**src/rtl/spi_reg_bank.sv**
```systemverilog
// SPI mode-0 slave deframer oversampled in the clk domain, feeding a bank of
// 8-bit parameter registers with auto-incrementing burst read and write.
module spi_reg_bank #(
    parameter int NUM_REGS    = 8,
    parameter int SYNC_STAGES = 2
) (
    input  logic                  clk,
    input  logic                  rst,
    input  logic                  sclk,
    input  logic                  ssel,
    input  logic                  mosi,
    output logic                  miso,
    output logic [NUM_REGS*8-1:0] regs_out,
    output logic                  wr_stb,
    output logic [3:0]            wr_addr
);
    localparam logic [1:0] ST_IDLE = 2'd0;
    localparam logic [1:0] ST_CMD  = 2'd1;
    localparam logic [1:0] ST_DATA = 2'd2;

    localparam logic [4:0] NREGS = 5'(NUM_REGS);
    localparam logic [3:0] LAST  = 4'(NUM_REGS - 1);

    logic [SYNC_STAGES-1:0]   sclk_sync, ssel_sync, mosi_sync;
    logic                     sclk_d, ssel_d;
    logic                     sclk_s, ssel_s, mosi_s;
    logic                     sclk_rise, sclk_fall, ssel_rise, ssel_fall;

    logic [1:0]               state;
    logic [2:0]               bit_cnt;
    logic [7:0]               rx_shift, tx_shift;
    logic [7:0]               rx_byte, rd_data;
    logic [3:0]               addr_ptr, addr_next, rd_addr;
    logic                     is_write, in_range, byte_done;
    logic [NUM_REGS-1:0][7:0] regs;

    // Synchronisers plus one extra stage on sclk/ssel for edge detection.
    always_ff @(posedge clk or posedge rst) begin
        if (rst) begin
            sclk_sync <= '0;
            ssel_sync <= '0;
            mosi_sync <= '0;
            sclk_d    <= 1'b0;
            ssel_d    <= 1'b0;
        end else begin
            sclk_sync <= {sclk_sync[SYNC_STAGES-2:0], sclk};
            ssel_sync <= {ssel_sync[SYNC_STAGES-2:0], ssel};
            mosi_sync <= {mosi_sync[SYNC_STAGES-2:0], mosi};
            sclk_d    <= sclk_sync[SYNC_STAGES-1];
            ssel_d    <= ssel_sync[SYNC_STAGES-1];
        end
    end

    assign sclk_s    = sclk_sync[SYNC_STAGES-1];
    assign ssel_s    = ssel_sync[SYNC_STAGES-1];
    assign mosi_s    = mosi_sync[SYNC_STAGES-1];
    assign sclk_rise = sclk_s & ~sclk_d;
    assign sclk_fall = ~sclk_s & sclk_d;
    assign ssel_rise = ssel_s & ~ssel_d;
    assign ssel_fall = ~ssel_s & ssel_d;

    assign rx_byte   = {rx_shift[6:0], mosi_s};
    assign byte_done = sclk_rise & ssel_s & (bit_cnt == 3'd7);
    assign in_range  = {1'b0, addr_ptr} < NREGS;
    assign addr_next = (in_range && addr_ptr == LAST) ? 4'd0 : addr_ptr + 4'd1;

    // Read source: the command's address while in CMD, the next address in DATA.
    assign rd_addr = (state == ST_CMD) ? rx_byte[3:0] : addr_next;

    always_comb begin
        rd_data = 8'h00;
        for (int i = 0; i < NUM_REGS; i++)
            if (rd_addr == 4'(i)) rd_data = regs[i];
    end

    always_ff @(posedge clk or posedge rst) begin
        if (rst) begin
            state    <= ST_IDLE;
            bit_cnt  <= 3'd0;
            rx_shift <= 8'h00;
            tx_shift <= 8'h00;
            addr_ptr <= 4'd0;
            is_write <= 1'b0;
            wr_stb   <= 1'b0;
            wr_addr  <= 4'd0;
            regs     <= '0;
        end else begin
            wr_stb <= 1'b0;
            if (sclk_rise && ssel_s) begin
                rx_shift <= rx_byte;
                bit_cnt  <= bit_cnt + 3'd1;
            end
            // Frame end wins over a coincident byte completion.
            if (ssel_fall) begin
                state    <= ST_IDLE;
                bit_cnt  <= 3'd0;
                tx_shift <= 8'h00;
            end else if (ssel_rise) begin
                state   <= ST_CMD;
                bit_cnt <= 3'd0;
            end else begin
                case (state)
                    ST_CMD: begin
                        if (byte_done) begin
                            is_write <= rx_byte[7];
                            addr_ptr <= rx_byte[3:0];
                            tx_shift <= rx_byte[7] ? 8'h00 : rd_data;
                            state    <= ST_DATA;
                        end
                    end
                    ST_DATA: begin
                        if (byte_done) begin
                            if (is_write && in_range) begin
                                for (int i = 0; i < NUM_REGS; i++)
                                    if (addr_ptr == 4'(i)) regs[i] <= rx_byte;
                                wr_stb  <= 1'b1;
                                wr_addr <= addr_ptr;
                            end
                            addr_ptr <= addr_next;
                            if (!is_write) tx_shift <= rd_data;
                        end else if (sclk_fall && !is_write) begin
                            tx_shift <= {tx_shift[6:0], 1'b0};
                        end
                    end
                    default: ;
                endcase
            end
        end
    end

    assign miso     = (state == ST_DATA) && !is_write && tx_shift[7];
    assign regs_out = regs;

endmodule

```
**config.mk**
```make
export PLATFORM = sky130hd
export DESIGN_NAME = spi_reg_bank
export DESIGN_NICKNAME = d
export VERILOG_FILES = /design/src/rtl/spi_reg_bank.sv
export SDC_FILE = /design/constraint.sdc
export NUM_CORES = 1
export LEC_CHECK = 0
export ABC_AREA = 1
export CORE_ASPECT_RATIO = 1.2
export CORE_MARGIN = 5
export CORE_UTILIZATION = 50
export CTS_BUF_LIST = sky130_fd_sc_hd__clkbuf_16
export CTS_CLUSTER_DIAMETER = 200
export DETAILED_ROUTE_END_ITERATION = 16
export GPL_TIMING_DRIVEN = 1
export HOLD_SLACK_MARGIN = 0.08
export PLACE_DENSITY = 0.75
export SLEW_MARGIN = 20
export SYNTH_ARGS = -nofsm -noshare
export SYNTH_HDL_FRONTEND = slang
export SYNTH_SLANG_ARGS = --single-unit
```
**constraint.sdc**
```tcl
create_clock -name clk -period 9.2 [get_ports clk]
set_clock_uncertainty 0.1 [all_clocks]
set_input_delay 2.76 -clock clk [delete_from_list [all_inputs] [get_ports clk]]
set_output_delay 2.76 -clock clk [all_outputs]
set_load 0.03 [all_outputs]
```
==> flow_metrics.py <==
metrics = {
    "layout": {
        "multi_input_area_mm2": 0.00203,
        "fin_cells": 770,
        "n_fill_cell": 847,
        "layout_common_cells": "nand2_1 (179), dfrtp_1 (102), o21ai_0 (80)",
        "area.sequential_mm2": 0.00255,
        "fin_util_pct": 62.7,
        "antenna_cells": 0,
        "drive_above_1_share_pct": 7.88,
        "area_growth_pct": 22.3,
        "final_common_cell": "nand2_1",
        "nets": 655,
    },
    "synthesis": {
        "synth-seq-area-share_pct": 52.1,
        "syn_inst": 573,
        "syn_nets": 586,
        "synthArstFlopShare_pct": 100,
        "synth.cell_area_mm2": 0.00490,
        "syn_area_per_cell_um2": 8.55,
        "ys_ff_latch": 102,
        "ys_types": 34,
        "synth_area_leaders": "dfrtp_1 (52%), nand2_1 (14%), o21ai_0 (8.2%)",
        "synth_top_flop_cell": "dfrtp_1",
        "synth_top_area_cell": "dfrtp_1",
        "synth_enable_flop_cells": 0,
        "yosysWarnings": 0,
        "synth_top_area_share_pct": 52.1,
    },
    "floorplan": {
        "dieHeight_um": 118,
        "placementRows": 39,
        "die-area_mm2": 0.0119,
        "coreArea_mm2": 0.00956,
        "io_pins": 75,
        "start_util_pct": 51.2,
        "fp.dieW_um": 100,
    },
    "clock_network": {
        "insertion_delay_ns": 0.35,
        "cts_htree_levels": 3,
        "cts-resized-gates": 0,
        "cts_hold_buffers": 0,
        "cts_tree": "built",
        "clkSlewWorstSetupHoldPaths_ns": 0.06,
        "cts-root-buf": "clkbuf_16",
        "post_cts_buffers": 0,
        "cts.sinks": 102,
        "cts_buffers": 9,
        "cts.path.max_buffers": 2,
    },
    "placement": {
        "dpl.hpwl_um": 9230,
        "portBuffers": 74,
        "dp.cells": 754,
        "gp_congestion": 0.885,
    },
    "sta": {
        "timing.fmax_mhz": 202,
        "hold_viol_final": 0,
        "worst_slew_pin_slew_ns": 0.809,
        "setup_tns_ns": 0,
        "drv_slew": 0,
        "fin_crit_ns": 4.96,
        "setup_viol": 0,
        "final.period_utilization_pct": 53.9,
        "grt_setup_unrepaired": "no",
        "whs_ns": 0.255,
        "maxSlewHeadroom_pct": 46.1,
    },
    "power_and_ir_drop": {
        "ir_drop_v": 0.0000892,
        "powerDensity_mw_per_mm2": 161,
        "clockPowerShare_pct": 38.5,
        "p_sw_uw": 269,
        "p_int_uw": 698,
        "seqPwrFrac_pct": 49.1,
        "p_sw_share_pct": 27.8,
        "p_leak_uw": 0.00270,
        "combPwrFrac_pct": 12.4,
        "power.total_uw": 967,
    },
    "worst_hold_path": {
        "hold_path.class": "flop to flop",
    },
    "drt": {
        "first_iter_violations": 292,
        "drtPass1Iterations": 5,
        "avgRoutedWirePerCell_um": 16.8,
        "via_per_inst": 5.52,
        "drcViolationCount": 0,
        "routed_wl_um": 13000,
        "drt.antenna.violating_nets": 0,
        "vias": 4253,
    },
    "global_routing": {
        "grt_usage_pct": 22.7,
        "grt_pass1_wl_um": 21000,
        "grt_max_degree": 66,
        "overflow": 0,
        "grt_pass1_vias": 4231,
        "grt_antenna_before_repair": 0,
    },
    "setup_path": {
        "cp.required_ns": 6.34,
        "path_class": "flop to output pin",
        "critPathCaptureType": "output pin",
        "cp-start-kind": "flop",
        "crit_fanout": 30,
        "cp.arrival_ns": 2.10,
    },
    "outcome": {
        "status": "finished clean",
    },
    "flow_run": {
        "cap_violations": 0,
    },
}
[Yosys cell counts, types with 4 or more instances]
cell type	number
a21oi_1	7
nand3_2	4
inv_1	48
inv_2	7
buf_6	4
clkbuf_1	5
o21ai_1	5
nand3_1	32
nor2_4	5
nand2_2	6
buf_2	9
nand2_1	179
ha_1	8
nor2_2	4
o21ai_0	80
o211ai_1	5
dfrtp_1	102
nor2_1	20
nand4_1	22
[power by group through the flow]
stage / clock [uW] / sequential, uW / combinational, uW
global route: 393 / 477 / 134
global placement: 0 / 482 / 114
CTS: 378 / 475 / 120
finish: 373 / 475 / 120
floorplan: 0 / 480 / 84.0
detailed placement: 0 / 483 / 119
[state kept, by name (all words and copies together) (netlist names)]
name       flops
ssel_sync      2
is_write       1
sclk_d         1
bit_cnt        3
regs_out      64
wr_stb         1
wr_addr        4
mosi_sync      2
ssel_d         1
addr_ptr       4
state          2
rx_shift       7
sclk_sync      2
tx_shift       8
[layer usage]
metal	part of all wire, %	GRT usage [%]
met1	41	29.0
met2	50	37.4
met3	6.5	3.83
met4	3.1	10.4
met5	0	0
[area by class of cell]
class	instances	area share, %
Clock buffer	9	3.76
Inverter	55	3.48
Clock inverter	7	1.11
Timing Repair Buffer	76	12.6
Sequential cell	102	42.6
Multi-Input combinational cell	398	33.9
Tap cell	123	2.57
[kinds of logic (layout without fill, tap and decap cells)]
| family | count (synthesis) | count (layout) | synth area share [%] |
|---|---|---|---|
| xor gates and xnor gates | 1 | 1 | 0.179 |
| adders and majority gates | 8 | 8 | 2.04 |
| and+or+nand+nor | 283 | 283 | 27.1 |
| AOI/OAI and AO/OA | 103 | 103 | 11.5 |
| buffers and inverters | 73 | 147 | 6.43 |
| muxes | 3 | 3 | 0.613 |
| DFF | 102 | 102 | 52.1 |
[through the flow]
| stage | cell area [um^2] | worst slack (ns) |
|---|---|---|
| global placement | 5700 | 4.63 |
| CTS | 6000 | 4.24 |
| global route | 6000 | 4.12 |
| floorplan | 4900 | 3.66 |
| finish | 6000 | 4.24 |
| detailed placement | 5700 | 4.61 |
[final timing paths]
| path | startpoint | endpoint | slack (ns) | cells past startpoint |
|---|---|---|---|---|
| setup / recovery | state[0] | miso | 4.24 | 5 |
| hold / removal | mosi_sync[0] | mosi_sync[1] | 0.26 | 0 |
| setup reg to reg | sclk_d | regs_out[29] | 6.31 | 5 |
| hold reg to reg | mosi_sync[0] | mosi_sync[1] | 0.26 | 0 |
| max in group asynchronous | rst | regs_out[38] | 5.14 | 3 |
| min in group asynchronous | rst | sclk_sync[1] | 2.69 | 2 |
[critical path, cell delays in order, from the launching register on]
cell and delay [ns]:
dfrtp_1 0.40, nor2_1 0.11, buf_4 0.30, inv_1 0.15
nor2_1 0.10, clkdlybuf4s50_1 0.68
Power figures use the tool's default switching activity.
